==> src/rtl/stft_twiddle_seq_if.sv <==
// ---------------------------------------------------------------------------
// stft_twiddle_seq_if
// Bundles the control handshake and the lookup/sample-buffer outputs of the
// STFT twiddle sequencer.
//   start, hold      : consumer -> sequencer (window request, stall)
//   busy, done       : sequencer status (busy in RUN/DONE, one-cycle done)
//   cos_en, deg_half : cosine lookup read enable and half-degree angle
//   sample_idx       : sample-buffer read address (n)
//   bin_idx          : current bin (k)
//   bin_first/last   : framing markers for n == 0 / n == N-1
//   *_d1             : the same markers delayed one cycle, aligned with the
//                      lookup's registered output
// Modports: master = consumer side, slave = sequencer side.
// ---------------------------------------------------------------------------
interface stft_twiddle_seq_if #(
    parameter int N_LOG2   = 8,
    parameter int NUM_BINS = 129
);
    localparam int BIN_W = (NUM_BINS > 1) ? $clog2(NUM_BINS) : 1;

    logic              start;
    logic              hold;
    logic              busy;
    logic              done;
    logic              cos_en;
    logic [9:0]        deg_half;
    logic [N_LOG2-1:0] sample_idx;
    logic [BIN_W-1:0]  bin_idx;
    logic              bin_first;
    logic              bin_last;
    logic              valid_d1;
    logic [BIN_W-1:0]  bin_idx_d1;
    logic              bin_first_d1;
    logic              bin_last_d1;

    modport master (
        output start, hold,
        input  busy, done, cos_en, deg_half, sample_idx, bin_idx,
               bin_first, bin_last, valid_d1, bin_idx_d1,
               bin_first_d1, bin_last_d1
    );

    modport slave (
        input  start, hold,
        output busy, done, cos_en, deg_half, sample_idx, bin_idx,
               bin_first, bin_last, valid_d1, bin_idx_d1,
               bin_first_d1, bin_last_d1
    );
endinterface

==> src/rtl/stft_twiddle_seq.sv <==
// ---------------------------------------------------------------------------
// stft_twiddle_seq
// Walks every (bin k, sample n) pair of one STFT window, bins outer and
// samples inner, and drives the cosine lookup with a half-degree angle
// derived from the phase (k*n) mod N. The phase is kept in an accumulator
// (adds k per sample, clears per bin) so no multiplier is needed.
// Ports:
//   clk   : system clock, rising edge
//   rst_n : asynchronous active-low reset
//   bus   : stft_twiddle_seq_if slave modport (see interface header)
// All bus outputs are registered. The registers holding k/n/p always
// describe the pair currently shown on the outputs.
// ---------------------------------------------------------------------------
module stft_twiddle_seq #(
    parameter int N_LOG2   = 8,
    parameter int NUM_BINS = 129
) (
    input  logic               clk,
    input  logic               rst_n,
    stft_twiddle_seq_if.slave  bus
);
    localparam int BIN_W = (NUM_BINS > 1) ? $clog2(NUM_BINS) : 1;
    localparam int N     = 1 << N_LOG2;
    localparam int PW    = N_LOG2 + 10;

    localparam logic [N_LOG2-1:0] N_MAX  = N_LOG2'(N - 1);
    localparam logic [BIN_W-1:0]  K_MAX  = BIN_W'(NUM_BINS - 1);
    localparam logic [PW-1:0]     HALF_N = PW'(N / 2);

    typedef enum logic [1:0] {
        ST_IDLE = 2'd0,
        ST_RUN  = 2'd1,
        ST_DONE = 2'd2
    } state_t;

    state_t            state_r, state_s;
    logic [BIN_W-1:0]  k_r, k_s;
    logic [N_LOG2-1:0] n_r, n_s;
    logic [N_LOG2-1:0] p_r, p_s;
    logic [N_LOG2-1:0] k_ext_s;
    logic [9:0]        deg_r, deg_s;
    logic              cos_en_r, cos_en_s;
    logic              first_r, first_s;
    logic              last_r, last_s;
    logic              busy_r, busy_s;
    logic              done_r, done_s;
    logic              valid_d1_r;
    logic [BIN_W-1:0]  bin_d1_r;
    logic              first_d1_r;
    logic              last_d1_r;

    // Round-half-up of p*720/N; 720 = 512+128+64+16 built from shifts.
    // (N-1)*720 + N/2 < 720*N, so the result never reaches 720.
    function automatic logic [9:0] deg_of(input logic [N_LOG2-1:0] p);
        logic [PW-1:0] ext;
        logic [PW-1:0] acc;
        ext = PW'(p);
        acc = (ext << 4'd9) + (ext << 4'd7) + (ext << 4'd6) + (ext << 4'd4) + HALF_N;
        return acc[PW-1:N_LOG2];
    endfunction

    // Next-state, next-pair and next-output computation.
    always_comb begin
        state_s  = state_r;
        k_s      = k_r;
        n_s      = n_r;
        p_s      = p_r;
        cos_en_s = 1'b0;
        first_s  = first_r;
        last_s   = last_r;
        done_s   = 1'b0;
        k_ext_s  = N_LOG2'(k_r);

        case (state_r)
            ST_IDLE: begin
                if (bus.start) begin
                    state_s  = ST_RUN;
                    k_s      = '0;
                    n_s      = '0;
                    p_s      = '0;
                    cos_en_s = 1'b1;
                    first_s  = 1'b1;
                    last_s   = 1'b0;
                end else begin
                    state_s = ST_IDLE;
                end
            end
            ST_RUN: begin
                if (bus.hold) begin
                    // Pair frozen; enable drops for this cycle only.
                    cos_en_s = 1'b0;
                end else if ((k_r == K_MAX) && (n_r == N_MAX)) begin
                    state_s = ST_DONE;
                    done_s  = 1'b1;
                end else if (n_r == N_MAX) begin
                    k_s      = k_r + BIN_W'(1);
                    n_s      = '0;
                    p_s      = '0;
                    cos_en_s = 1'b1;
                    first_s  = 1'b1;
                    last_s   = 1'b0;
                end else begin
                    // Phase wraps naturally at N because p is N_LOG2 bits.
                    n_s      = n_r + N_LOG2'(1);
                    p_s      = p_r + k_ext_s;
                    cos_en_s = 1'b1;
                    first_s  = 1'b0;
                    last_s   = ((n_r + N_LOG2'(1)) == N_MAX);
                end
            end
            ST_DONE: begin
                state_s = ST_IDLE;
            end
            default: begin
                state_s = ST_IDLE;
            end
        endcase

        busy_s = (state_s != ST_IDLE);
        deg_s  = deg_of(p_s);
    end

    // State, pair and output registers.
    always_ff @(posedge clk or negedge rst_n) begin
        if (!rst_n) begin
            state_r  <= ST_IDLE;
            k_r      <= '0;
            n_r      <= '0;
            p_r      <= '0;
            deg_r    <= 10'd0;
            cos_en_r <= 1'b0;
            first_r  <= 1'b0;
            last_r   <= 1'b0;
            busy_r   <= 1'b0;
            done_r   <= 1'b0;
        end else begin
            state_r  <= state_s;
            k_r      <= k_s;
            n_r      <= n_s;
            p_r      <= p_s;
            deg_r    <= deg_s;
            cos_en_r <= cos_en_s;
            first_r  <= first_s;
            last_r   <= last_s;
            busy_r   <= busy_s;
            done_r   <= done_s;
        end
    end

    // One-cycle delayed copies, updated every cycle including hold cycles.
    always_ff @(posedge clk or negedge rst_n) begin
        if (!rst_n) begin
            valid_d1_r <= 1'b0;
            bin_d1_r   <= '0;
            first_d1_r <= 1'b0;
            last_d1_r  <= 1'b0;
        end else begin
            valid_d1_r <= cos_en_r;
            bin_d1_r   <= k_r;
            first_d1_r <= first_r;
            last_d1_r  <= last_r;
        end
    end

    assign bus.busy         = busy_r;
    assign bus.done         = done_r;
    assign bus.cos_en       = cos_en_r;
    assign bus.deg_half     = deg_r;
    assign bus.sample_idx   = n_r;
    assign bus.bin_idx      = k_r;
    assign bus.bin_first    = first_r;
    assign bus.bin_last     = last_r;
    assign bus.valid_d1     = valid_d1_r;
    assign bus.bin_idx_d1   = bin_d1_r;
    assign bus.bin_first_d1 = first_d1_r;
    assign bus.bin_last_d1  = last_d1_r;

endmodule

==> src/flat_wrapper.sv <==
// flat-port wrapper written by rule: the top's interface ports become plain ports
module stft_twiddle_seq_flat 
#(
    parameter int N_LOG2   = 8,
    parameter int NUM_BINS = 129
)
  (clk, rst_n, bus_start, bus_hold, bus_busy, bus_done, bus_cos_en, bus_deg_half, bus_sample_idx, bus_bin_idx, bus_bin_first, bus_bin_last, bus_valid_d1, bus_bin_idx_d1, bus_bin_first_d1, bus_bin_last_d1);
  stft_twiddle_seq_if #(.N_LOG2(N_LOG2), .NUM_BINS(NUM_BINS)) bus_i ();
  input  logic clk;
  input  logic rst_n;
  input wire logic [$bits(bus_i.start)-1:0] bus_start;
  input wire logic [$bits(bus_i.hold)-1:0] bus_hold;
  output wire logic [$bits(bus_i.busy)-1:0] bus_busy;
  output wire logic [$bits(bus_i.done)-1:0] bus_done;
  output wire logic [$bits(bus_i.cos_en)-1:0] bus_cos_en;
  output wire logic [$bits(bus_i.deg_half)-1:0] bus_deg_half;
  output wire logic [$bits(bus_i.sample_idx)-1:0] bus_sample_idx;
  output wire logic [$bits(bus_i.bin_idx)-1:0] bus_bin_idx;
  output wire logic [$bits(bus_i.bin_first)-1:0] bus_bin_first;
  output wire logic [$bits(bus_i.bin_last)-1:0] bus_bin_last;
  output wire logic [$bits(bus_i.valid_d1)-1:0] bus_valid_d1;
  output wire logic [$bits(bus_i.bin_idx_d1)-1:0] bus_bin_idx_d1;
  output wire logic [$bits(bus_i.bin_first_d1)-1:0] bus_bin_first_d1;
  output wire logic [$bits(bus_i.bin_last_d1)-1:0] bus_bin_last_d1;
  assign bus_i.start = bus_start;
  assign bus_i.hold = bus_hold;
  assign bus_busy = bus_i.busy;
  assign bus_done = bus_i.done;
  assign bus_cos_en = bus_i.cos_en;
  assign bus_deg_half = bus_i.deg_half;
  assign bus_sample_idx = bus_i.sample_idx;
  assign bus_bin_idx = bus_i.bin_idx;
  assign bus_bin_first = bus_i.bin_first;
  assign bus_bin_last = bus_i.bin_last;
  assign bus_valid_d1 = bus_i.valid_d1;
  assign bus_bin_idx_d1 = bus_i.bin_idx_d1;
  assign bus_bin_first_d1 = bus_i.bin_first_d1;
  assign bus_bin_last_d1 = bus_i.bin_last_d1;
  stft_twiddle_seq #(.N_LOG2(N_LOG2), .NUM_BINS(NUM_BINS)) u_core (.clk(clk), .rst_n(rst_n), .bus(bus_i));
endmodule
==> config.mk <==
export PLATFORM = sky130hd
export DESIGN_NAME = stft_twiddle_seq_flat
export DESIGN_NICKNAME = d
export VERILOG_FILES = /design/src/rtl/stft_twiddle_seq_if.sv /design/src/rtl/stft_twiddle_seq.sv /design/src/flat_wrapper.sv
export SDC_FILE = /design/constraint.sdc
export NUM_CORES = 1
export LEC_CHECK = 0
export CORE_AREA = 8 8 92 94
export CTS_BUF_LIST = sky130_fd_sc_hd__clkbuf_16
export CTS_CLUSTER_SIZE = 24
export DETAILED_ROUTE_END_ITERATION = 10
export DIE_AREA = 0 0 100 102
export GPL_TIMING_DRIVEN = 0
export PLACE_DENSITY = 0.72
export SETUP_SLACK_MARGIN = 0.3
export SYNTH_ARGS = -nofsm -noshare
export SYNTH_HDL_FRONTEND = slang
export SYNTH_SLANG_ARGS = --single-unit
==> constraint.sdc <==
create_clock -name clk -period 6.75 [get_ports clk]
set_clock_uncertainty 0.2 [all_clocks]
set_input_delay 0.675 -clock clk [delete_from_list [all_inputs] [get_ports clk]]
set_output_delay 0.675 -clock clk [all_outputs]
set_load 0.01 [all_outputs]
Word level (Yosys, flattened, before mapping)
Index checks and enable logic that the tools add are counted.
- add/subtract/negate cells: 7
- multiply operators: 0
- divide/modulo/power cells: 0
- $lt $le $gt $ge: 0
- equal/unequal tests: 8
- shift-type cells: 0
- muxes and demuxes: 35
- bitwise logic cells: 0
- reduce and logical (&&, ||, !) cells: 6
- operator list (kind ; number):
    $mux 8 ; 11
    $pmux 8 s2 ; 3
    $eq 8x8->1 const B ; 3
    $add 17x15->18 ; 1
    $add 18x12->18 ; 1
    $add 18x14->18 ; 1
    $add 18x8->18 const B ; 1
    $add 8x1->8 const B ; 2
    $mux 1 ; 15
    $add 8x8->8 ; 1
    $ne 2x2->1 const B ; 3
    $pmux 1 s2 ; 3
    $reduce_and 5->1 ; 1
    $mux 2 ; 2
    $pmux 2 s2 ; 1
    $reduce_and 4->1 ; 1
    $reduce_bool 2->1 ; 2
    $eq 2x1->1 const B ; 1
    $logic_not 2->1 ; 1
    $ne 2x1->1 const B ; 1
    $logic_and 1x1->1 ; 1
- register bits after elaboration: 52
- bits in latches: 0
- RAM bits: 0
- bits in read-only memories: 0
- input port bits: 4
- output and inout bits: 42
- word-level logic and storage cells: 70
- memories kept: 0

Longest topological paths before layout
Gate-level depths: netlist (run 1).
- depth after elaboration: 9
- depth in mapped cells: 23
- mapped depth without buffers: 21

Worst setup path before layout (run 1)
No wires, ideal clock.
- path kind: reg2reg
- start point: reg u_core.k_r[1], in the netlist u_core.bus.bin_idx[1]
- end point: reg u_core.deg_r[9], in the netlist u_core.bus.deg_half[9]
- setup time: 0.136 ns
- arrival time: 4.607 ns
- required time: 6.414 ns
- slack: 1.807 ns
- cell stages (with the launch flop): 21
- path buffers: 2
- clock period less this slack: 4.943 ns
- path through: dfrtp_1 inv_1 ha_1 or4b_4 nor4_4 o31a_4 buf_8 buf_8 a22oi_2 inv_2 fa_1 inv_1 fa_1 inv_1 ha_1 a211oi_1 o21ai_0 nor2b_1 o311a_1 a222oi_1 mux2i_1
- word-level cells in the longest chain between the ends: 9
- elaborated cells between the ends (all ways): 11
- classes of those cells: 5 x add/sub; 1 x eq/ne; 4 x mux; 1 x reduce/logical
- ends and longest elaborated chain (what ; line ; text):
    start: declaration ; stft_twiddle_seq.sv:37 ; logic [BIN_W-1:0] k_r, k_s;
    start signal: assignment ; stft_twiddle_seq.sv:138 ; k_r <= k_s;
    $add 8x8->8 or $eq 8x8->1 (tied branches) ; stft_twiddle_seq.sv:105, stft_twiddle_seq.sv:92 ;
    $mux 8 or $logic_and 1x1->1 (tied branches) ; stft_twiddle_seq.sv:95, stft_twiddle_seq.sv:92 ;
    $mux 8 * ; stft_twiddle_seq.sv:92 ; end else if ((k_r == K_MAX) && (n_r == N_MAX)) begin
    $mux 8 * ; stft_twiddle_seq.sv:89 ; if (bus.hold) begin
    $pmux 8 s2 * ; stft_twiddle_seq.sv:74 ; case (state_r)
    via u_core.p_s[2] ; stft_twiddle_seq.sv:39 ; logic [N_LOG2-1:0] p_r, p_s;
    $add 17x15->18 ; stft_twiddle_seq.sv:58 ; acc = (ext << 4'd9) + (ext << 4'd7) + (ext << 4'd6) + (ext << 4'd4) + HALF_N;
    $add 18x14->18 ; stft_twiddle_seq.sv:58 ;
    $add 18x12->18 * ; stft_twiddle_seq.sv:58 ;
    $add 18x8->18 * ; stft_twiddle_seq.sv:58 ;
    via u_core.deg_s[9] ; stft_twiddle_seq.sv:41 ; logic [9:0] deg_r, deg_s;
    end signal: assignment ; stft_twiddle_seq.sv:141 ; deg_r <= deg_s;
    end: declaration ; stft_twiddle_seq.sv:41 ;
Mark *: on every way through the listed nets, which the timed path passes. The rest lies on a longest branch.
A chain may end at the register's enable or synchronous reset.

Worst setup path in the final report (run 1)
Same ends and word-level chain as after synthesis.

==> results.sh, run 1 <==
export IMPL_status="complete, no violations"
export IMPL_cp_buffers_inverters=6
export IMPL_crit_family="compound AO/OA/AOI/OAI gates"
export IMPL_ant_nets=0
export IMPL_drv_cap=0
export IMPL_final_cell_area_mm2=0.00384
export IMPL_grt_pass1_wl_um=10800
export IMPL_vias_per_cell=5.12
export IMPL_power_leakage_nw=1.77
export IMPL_cp_common_cell="inv_1"
export IMPL_worst_pin_slew_ns=0.648
export IMPL_areaGrowthSynthToFinish_pct=24.5
export IMPL_maxSlewViolCount=0
export IMPL_synthCells=297
export IMPL_grt_total_usage=0.130
export IMPL_crit_slowest_cell="fa_1"
export IMPL_p_per_area_mw_per_mm2=396
export IMPL_post_route_drc_count=0
export IMPL_clock_sinks=52
export IMPL_gr_total_overflow=0
export IMPL_root_buffer="clkbuf_16"
export IMPL_die_h_um=102
export IMPL_detailed_place_hpwl_um=4780
export IMPL_layout_drive_gt1_share=0.0997
export IMPL_ys_ff_latch=52
export IMPL_top_usage_layer="met2"
export IMPL_cts_hold_buf=0
export IMPL_cp_start_kind="flip-flop"
export IMPL_grt_util_met3=0.0341
export IMPL_grt_pass1_vias=2347
export IMPL_syn_num_nets=340
export IMPL_setup_ws_ns=1.39
export IMPL_dr_pass1_iters=4
export IMPL_synth_edf_count=0
export IMPL_post_route_period_util=0.794
export IMPL_place_gp_congestion=0.846
export IMPL_grtUsageMet1=0.151
export IMPL_slew_limit_headroom=0.568
export IMPL_clkPwrFrac=0.188
export IMPL_antenna_cells=0
export IMPL_whs_ns=0.177
export IMPL_cts_tree="yes"
export IMPL_synth_cell_types=53
export IMPL_vias=2306
export IMPL_grt_max_degree=30
export IMPL_total_power_w=0.00152
export IMPL_hold_class="reg -> reg"
export IMPL_async_reset_ff_frac=1.00
export IMPL_rows=31
export IMPL_core_region_area_mm2=0.00706
export IMPL_antenna_found_initial=0
export IMPL_comb_power_share=0.525
export IMPL_worst_endpoint_required_ns=6.71
export IMPL_yosysMostFrequentCell="dfrtp_1"
export IMPL_fin_nets=393
export IMPL_critical_path_class="reg -> reg"
export IMPL_netSwitchingPower_w=0.000573
export IMPL_cts_buffers=5
export IMPL_clk_latency_ns=0.29
export IMPL_cts_buffer_depth=2
export IMPL_io_pins=46
export IMPL_tns_ns=0
export IMPL_wirelength_um=6240
export IMPL_synth_top_cell_by_area="dfrtp_1"
export IMPL_cts_setup_buffers=0
export IMPL_path_cells="inv_1 > ha_1 > or4b_4 > nor4_4 > o31a_4 > buf_8 > buf_8 > a22oi_2 > inv_2 > fa_1 > inv_1 > fa_1 > inv_1 > ha_1 > a211oi_1 > o21ai_0 > nor2b_1 > o311a_1 > a222oi_1 > mux2i_1"
export IMPL_synth_top_cells_by_count="dfrtp_1 (52), inv_1 (31), ha_1 (28)"
export IMPL_synth_top_area_frac=0.421
export IMPL_max_freq_mhz=187
export IMPL_io_buffers=45
export IMPL_synth_seq_area_share=0.421
export IMPL_sw_frac_of_total=0.376
export IMPL_fin_crit_ns=5.36
export IMPL_dieWidth_um=100
export IMPL_clkSlewWorstSetupHoldPaths_ns=0.07
export IMPL_wl_per_cell_um=13.9
export IMPL_setup_viol=0
export IMPL_syn_area_mm2=0.00309
export IMPL_p_seq_frac=0.288
export IMPL_yosys_top_cells_area="dfrtp_1 (42%), ha_1 (11%), fa_1 (7.1%), inv_1 (3.8%), xnor2_1 (3.7%)"
export IMPL_rsz0062_at_grt="no"
export IMPL_cts_resized=0
export IMPL_irDropWorstVdd_mv=0.380
export IMPL_synthFlopType="dfrtp_1"
export IMPL_cp_end_kind="flip-flop"
export IMPL_hold_viol_final=0
export IMPL_p_int_w=0.000950
export IMPL_die_area_mm2=0.0102
export IMPL_arrival_ns=5.32
export IMPL_dp_slack_ns=1.16
export IMPL_yosys_warnings=0
export IMPL_fillers=654
export IMPL_grt_use_met2=0.230
export IMPL_crit_fanout=10
export IMPL_cts_htree_levels=2
export IMPL_place_area_mm2=0.00368
export IMPL_start_util=0.437
export IMPL_avgSynthCellArea_um2=10.4
export IMPL_drt_first_iter_violations=95
export IMPL_cpPeakStageDelay_ns=0.57
## logic make-up (layout without fill, tap and decap cells)
| family | Yosys count | count (layout) | synth area share |
|---|---|---|---|
| compound gates | 61 | 61 | 0.136 |
| xor+xnor | 15 | 15 | 0.0425 |
| fa+ha+maj | 39 | 39 | 0.185 |
| buf+inv | 38 | 92 | 0.0535 |
| flops | 52 | 52 | 0.421 |
| mux | 1 | 1 | 0.00324 |
| simple gates | 91 | 91 | 0.159 |
## worst reg2reg max path: cells and delay by family, from the launching register on
| family | cells | cell delay [ns] |
|---|---|---|
| AO/OA/AOI/OAI | 6 | 1.73 |
| multiplexers | 1 | 0.13 |
| buffers and inverters | 6 | 0.65 |
| flip-flops | 1 | 0.48 |
| adder cells (fa/ha/maj) | 4 | 1.61 |
| AND/OR/NAND/NOR | 3 | 0.43 |
## layer usage
layer,vias up,wire [um]
met5,-,0
met4,0,76
met3,7,340
met2,48,3050
met1,1126,2770
li1,1125,-
## state kept, by name, summed over array words and instances, names as in the netlist
name,cells
u_core.bus.bin_first_d1,1
u_core.bus.valid_d1,1
u_core.state_r,2
u_core.bus.sample_idx,8
u_core.bus.bin_last_d1,1
u_core.bus.busy,1
u_core.bus.bin_idx_d1,8
u_core.bus.bin_idx,8
u_core.bus.deg_half,10
u_core.bus.cos_en,1
u_core.bus.bin_first,1
u_core.p_r,8
u_core.bus.bin_last,1
u_core.bus.done,1
## power groups by stage
stage               sequential, W  clock, W  combinational [W]
CTS                      0.000438  0.000294           0.000817
floorplan                0.000460         0           0.000556
global route             0.000446  0.000305           0.000925
global placement         0.000442         0           0.000790
finish                   0.000438  0.000286           0.000799
detailed placement       0.000443         0           0.000810
## path summary, 6_finish.rpt
| check | start | to | slack (ns) | cells past startpoint |
|---|---|---|---|---|
| setup / recovery | u_core.bus.bin_idx[1] | u_core.bus.deg_half[9] | 1.39 | 20 |
| hold / removal | u_core.bus.cos_en | u_core.bus.valid_d1 | 0.18 | 0 |
| setup reg to reg | u_core.bus.bin_idx[1] | u_core.bus.deg_half[9] | 1.39 | 20 |
| hold reg to reg | u_core.bus.cos_en | u_core.bus.valid_d1 | 0.18 | 0 |
| max in group asynchronous | rst_n | u_core.p_r[6] | 5.57 | 2 |
| min in group asynchronous | rst_n | u_core.bus.bin_first_d1 | 0.21 | 1 |
## metrics by stage
step            util  instances
6_report       0.545        450
5_1_grt        0.545        450
3_3_place_gp   0.519        441
2_1_floorplan      -        297
3_5_place_dp   0.521        442
4_1_cts        0.545        450
## final cells by class
type / instances / area (um^2) / share of cell area
clock buffers: 5 / 125 / 0.0325
flip-flops and latches: 52 / 1300 / 0.338
well taps: 99 / 124 / 0.0322
clock inverters: 3 / 42.5 / 0.0111
plain buffers: 3 / 33.8 / 0.00879
multi-input cells: 207 / 1620 / 0.422
inverters: 35 / 131 / 0.0342
repair buffers: 46 / 465 / 0.121
## cell usage in the layout, fill, tap and decap left out, drive strengths merged, types with 8 or more instances in the layout
cell type	count
nor2	23
fa	11
nand2	28
ha	28
a21oi	8
o21ai	24
inv	35
clkdlybuf4s50	44
dfrtp	52
xnor2	13
Note: power is estimated with default switching activity, not from simulation.
==> run 2, diff against run 1 <==
- PLACE_DENSITY: 0.72 -> 0.75
- clock period: 6.75 -> 4.8 ns (I/O delays scaled with it)
==> results.sh, run 2 (synthesis results as in run 1) <==
export IMPL_status="complete, but fails checks"
export IMPL_violations="setup timing"
export IMPL_grt_max_degree=32
export IMPL_root_buffer="clkbuf_16"
export IMPL_setup_viol=1
export IMPL_p_per_area_mw_per_mm2=628
export IMPL_clkSlewWorstSetupHoldPaths_ns=0.07
export IMPL_die_h_um=102
export IMPL_die_area_mm2=0.0102
export IMPL_cts_buffer_depth=2
export IMPL_cts_tree="yes"
export IMPL_instances_no_fill=484
export IMPL_dp_cells=442
export IMPL_clkPwrFrac=0.129
export IMPL_drv_cap=0
export IMPL_layout_common_cells="dfrtp_1 (48), clkdlybuf4s50_1 (44), buf_4 (29), nand2_1 (27), inv_1 (24)"
export IMPL_cp_start_kind="flip-flop"
export IMPL_hold_class="in -> async"
export IMPL_dieWidth_um=100
export IMPL_wirelength_um=7380
export IMPL_crit_fanout=5
export IMPL_critical_path_class="reg -> reg"
export IMPL_wl_per_cell_um=15.2
export IMPL_grt_pass1_wl_um=11900
export IMPL_worst_endpoint_required_ns=4.75
export IMPL_layout_drive_gt1_share=0.294
export IMPL_fin_nets=427
export IMPL_rsz0062_at_grt="yes"
export IMPL_areaGrowthSynthToFinish_pct=41.2
export IMPL_post_route_period_util=1.01
export IMPL_ant_nets=0
export IMPL_start_util=0.437
export IMPL_hold_viol_final=0
export IMPL_fin_crit_ns=4.82
export IMPL_rows=31
export IMPL_largest_reg_flops=10
export IMPL_setup_ws_ns=-0.0246
export IMPL_irDropWorstVdd_mv=0.757
export IMPL_p_seq_frac=0.226
export IMPL_p_int_w=0.00166
export IMPL_vias=2507
export IMPL_gr_total_overflow=0
export IMPL_register_area_mm2=0.00131
export IMPL_vias_per_cell=5.18
export IMPL_grt_pass1_vias=2563
export IMPL_worst_pin_slew_ns=0.715
export IMPL_power_leakage_nw=1.96
export IMPL_grt_total_usage=0.145
export IMPL_maxSlewViolCount=0
export IMPL_netSwitchingPower_w=0.00108
export IMPL_post_route_drc_count=0
export IMPL_detailed_place_hpwl_um=4890
export IMPL_cts_buffers=5
export IMPL_cp_end_kind="flip-flop"
export IMPL_place_gp_congestion=0.864
export IMPL_sw_frac_of_total=0.394
export IMPL_total_power_w=0.00274
export IMPL_comb_power_share=0.645
export IMPL_cts_htree_levels=2
export IMPL_arrival_ns=4.78
export IMPL_drt_first_iter_violations=120
export IMPL_clock_sinks=52
export IMPL_max_freq_mhz=207
export IMPL_dp_slack_ns=-0.377
export IMPL_antenna_found_initial=0
export IMPL_final_common_cell="dfrtp_1"
export IMPL_fillers=582
export IMPL_clk_latency_ns=0.29
export IMPL_multi_input_area_mm2=0.00187
export IMPL_io_buffers=45
export IMPL_io_pins=46
export IMPL_antenna_cells=0
export IMPL_slew_limit_headroom=0.523
export IMPL_core_region_area_mm2=0.00706
export IMPL_dr_pass1_iters=4
==> run 2: cell count changes in the layout (fill, tap and decap cells not counted), sizes merged <==
cell,before,now
clkinv,2,1
buf,5,39
clkinvlp,0,1
bufinv,1,0
inv,35,36
==> run 2: area by class of cell <==
class	instances	area share
Clock inverter	3	0.00459
Clock buffer	5	0.0287
Sequential cell	52	0.300
Timing Repair Buffer	80	0.171
Inverter	35	0.0313
Multi-Input combinational cell	207	0.428
Tap cell	99	0.0284
Buffer	3	0.00775
==> run 2: metal layers <==
layer / share of wire / vias to the layer above / wire [um] / GRT usage
met5: 0 / - / 0 / 0
met4: 0.022 / 0 / 162 / 0.0523
met3: 0.052 / 18 / 387 / 0.0361
met2: 0.50 / 69 / 3720 / 0.254
met1: 0.42 / 1229 / 3110 / 0.167
li1: - / 1191 / - / -
==> run 2: critical path, stage by stage (launching register included) <==
cell	delay [ns]
dfrtp_2	0.42
inv_2	0.06
ha_4	0.14
or4b_4	0.20
nor4_4	0.04
o31a_4	0.38
buf_8	0.14
buf_8	0.12
a22oi_2	0.27
inv_2	0.08
fa_1	0.51
inv_2	0.04
fa_2	0.56
inv_2	0.05
ha_4	0.22
a211oi_4	0.25
o21ai_2	0.09
nor2b_4	0.13
o311a_4	0.36
a222oi_1	0.27
mux2i_1	0.13
==> run 2: power groups by stage <==
stage	combinational, W	clock, W	sequential, W
floorplan	0.000889	0	0.000647
global placement	0.00122	0	0.000623
detailed placement	0.00127	0	0.000626
CTS	0.00140	0.000360	0.000618
global route	0.00193	0.000374	0.000630
finish	0.00177	0.000352	0.000618
==> run 2: worst paths after layout <==
check	end	cells past startpoint	slack, ns	startpoint
worst max-delay path	u_core.bus.deg_half[9]	20	-0.02	u_core.bus.bin_idx[0]
worst min-delay path	u_core.bus.bin_first_d1	1	0.04	rst_n
worst max register to register	u_core.bus.deg_half[9]	20	-0.02	u_core.bus.bin_idx[0]
worst min register to register	u_core.bus.valid_d1	0	0.18	u_core.bus.cos_en
max in group asynchronous	u_core.bus.deg_half[6]	2	3.80	rst_n
min in group clk	u_core.bus.valid_d1	0	0.18	u_core.bus.cos_en
==> run 2: through the flow <==
stage               utilization  hold WS [ns]  area (um^2)  setup TNS [ns]
floorplan                     -       -0.0156         3130               0
CTS                       0.579        0.0662         4090         -0.0637
global placement          0.525         0.159         3700          -0.633
global route              0.618         0.102         4360          -0.203
detailed placement        0.528         0.171         3730          -0.702
finish                    0.618        0.0384         4360         -0.0246
==> run 2: what timing repair did <==
action	in CTS	in global routing
pin swaps	22	24
cloned	0	0
hold buffers	0	0
resized for setup	18	34
endpoints found under the setup margin	5	6
setup buffers	21	13
==> run 3, diff against run 2 <==
--- a/config.mk
+++ b/config.mk
@@ -13,5 +13,6 @@
 export GPL_TIMING_DRIVEN = 0
 export PLACE_DENSITY = 0.75
-export SETUP_SLACK_MARGIN = 0.3
+export RECOVER_POWER = 100
+export SETUP_SLACK_MARGIN = 0.5
 export SYNTH_ARGS = -nofsm -noshare
 export SYNTH_HDL_FRONTEND = slang
==> constraint.sdc (replaced) <==
create_clock -name clk -period 4.8 [get_ports clk]
set_clock_uncertainty 0.2 [all_clocks]
set_input_delay 0.96 -clock clk [delete_from_list [all_inputs] [get_ports clk]]
set_output_delay 0.96 -clock clk [all_outputs]
set_load 0.01 [all_outputs]
==> results.sh, run 3 (synthesis results as in run 1) <==
export IMPL_hp_start="u_core.bus.cos_en"
export IMPL_antenna_found_initial=0
export IMPL_post_route_drc_count=0
export IMPL_wl_per_cell_um=15.1
export IMPL_max_freq_mhz=214
export IMPL_die_area_mm2=0.0102
export IMPL_antenna_cells=0
export IMPL_hold_class="reg -> reg"
export IMPL_min_path_cells=0
export IMPL_ant_nets=0
export IMPL_setup_viol=0
export IMPL_cts_hold_buf=0
export IMPL_maxSlewViolCount=0
export IMPL_setup_ws_ns=0.137
export IMPL_io_pins=46
export IMPL_worst_pin_slew_ns=0.666
export IMPL_cts_htree_levels=2
export IMPL_cts_buffer_depth=2
export IMPL_wirelength_um=7240
export IMPL_irDropWorstVdd_mv=0.597
export IMPL_detailed_place_hpwl_um=5030
export IMPL_drv_cap=0
export IMPL_dp_cells=442
export IMPL_layout_common_cells="dfrtp_1 (49), clkdlybuf4s50_1 (42), buf_4 (28), nand2_1 (27), inv_1 (25)"
export IMPL_power_leakage_nw=1.96
export IMPL_final_common_cell="dfrtp_1"
export IMPL_rows=31
export IMPL_die_h_um=102
export IMPL_cts_tree="yes"
export IMPL_arrival_ns=4.62
export IMPL_final_util=0.609
export IMPL_rsz0062_at_grt="yes"
export IMPL_clock_sinks=52
export IMPL_vias=2439
export IMPL_clk_latency_ns=0.29
export IMPL_reg2reg_depth=20
export IMPL_r2r_end="u_core.bus.deg_half[9]"
export IMPL_instances_no_fill=480
export IMPL_dr_pass1_iters=4
export IMPL_p_per_area_mw_per_mm2=608
export IMPL_grt_pass1_wl_um=12000
export IMPL_hold_viol_final=0
export IMPL_gr_total_overflow=0
export IMPL_cts_buffers=5
export IMPL_layout_drive_gt1_share=0.273
export IMPL_min_to="u_core.bus.valid_d1"
export IMPL_grt_max_degree=31
export IMPL_slew_limit_headroom=0.556
export IMPL_status="complete, no violations"
export IMPL_areaGrowthSynthToFinish_pct=39.1
export IMPL_place_gp_congestion=0.860
export IMPL_clkSlewWorstSetupHoldPaths_ns=0.07
export IMPL_cp_start_kind="primary input"
export IMPL_rrSetupSlack_ns=0.18
export IMPL_fin_nets=423
export IMPL_dieWidth_um=100
export IMPL_cp_end_kind="flip-flop"
export IMPL_vias_per_cell=5.08
export IMPL_worst_endpoint_required_ns=4.75
export IMPL_start_util=0.437
export IMPL_fin_crit_ns=4.66
export IMPL_critical_path_class="in -> reg"
export IMPL_crit_fanout=6
export IMPL_largest_reg_flops=10
export IMPL_post_route_period_util=0.972
export IMPL_root_buffer="clkbuf_16"
export IMPL_r2r_start="u_core.bus.bin_idx[0]"
export IMPL_dp_slack_ns=-0.872
export IMPL_io_buffers=45
export IMPL_drt_first_iter_violations=86
export IMPL_grt_pass1_vias=2544
export IMPL_core_region_area_mm2=0.00706
export IMPL_fillers=596
export IMPL_grt_total_usage=0.147
[run 3: changes by cell type in the layout (fill, tap and decap cells not counted), sizes merged]
cell           before  now
clkdlybuf4s15       0    1
buf                39   36
clkdlybuf4s50      44   42
[run 3: cell type report]
type | count | area [um^2] | share of cell area
flip-flops and latches | 52 | 1310 | 0.304
inverters | 35 | 131 | 0.0306
plain buffers | 3 | 33.8 | 0.00786
multi-input cells | 207 | 1860 | 0.432
clock buffers | 5 | 125 | 0.0291
repair buffers | 76 | 702 | 0.163
well taps | 99 | 124 | 0.0288
clock inverters | 3 | 20.0 | 0.00466
[run 3: worst max-delay path, stage by stage]
cell and delay [ns]:
clkdlybuf4s15_1 0.21, o31a_4 0.38, buf_8 0.14, buf_8 0.12
a22oi_2 0.23, inv_2 0.07, fa_1 0.54, inv_1 0.05
fa_1 0.54, inv_2 0.05, ha_4 0.21, a211oi_2 0.20
o21ai_1 0.10, nor2b_4 0.14, o311a_1 0.33, a222oi_1 0.22
mux2i_1 0.11
[run 3: layer usage]
layer  vias to the layer above  routed length [um]  track usage
met5                         -                   0            0
met4                         0                  68       0.0430
met3                         7                 405       0.0368
met2                        51                3750        0.271
met1                      1197                3010        0.162
li1                       1184                   -            -
[run 3: power breakdown]
| group | switching [W] | total, W | internal, W |
|---|---|---|---|
| clock | 0.000158 | 0.000351 | 0.000192 |
| combinational | 0.000775 | 0.00164 | 0.000861 |
| sequential | 0.0000759 | 0.000624 | 0.000548 |
| total | 0.00101 | 0.00261 | 0.00160 |
[run 3: metrics by stage]
step	hold WS, ns	TNS [ns]	cell area, um^2	total power, W
3_3_place_gp	0.158	-2.39	3740	0.00185
6_report	0.185	0	4300	0.00261
3_5_place_dp	0.178	-2.81	3750	0.00190
4_1_cts	0.195	0	4210	0.00250
2_1_floorplan	0.216	0	3170	0.00154
5_1_grt	0.202	-0.0668	4300	0.00282
[run 3: worst max-delay path by stage]
stage / endpoint / start / cells after the start / slack (ns)
floorplan: u_core.bus.deg_half[9] / bus_start / 17 / 0.06
global placement: u_core.bus.deg_half[9] / bus_hold / 15 / -0.81
detailed placement: u_core.bus.deg_half[9] / bus_hold / 15 / -0.87
CTS: u_core.bus.deg_half[9] / u_core.bus.bin_idx[0] / 19 / 0.11
global route: u_core.bus.deg_half[9] / u_core.bus.bin_idx[0] / 19 / -0.05
finish: u_core.bus.deg_half[9] / bus_hold / 17 / 0.14
[run 3: repair_timing]
| action | CTS | global route |
|---|---|---|
| pin swaps | 27 | 12 |
| setup buffers | 26 | 4 |
| resized for setup | 29 | 15 |
| endpoints found under the setup margin | 9 | 6 |
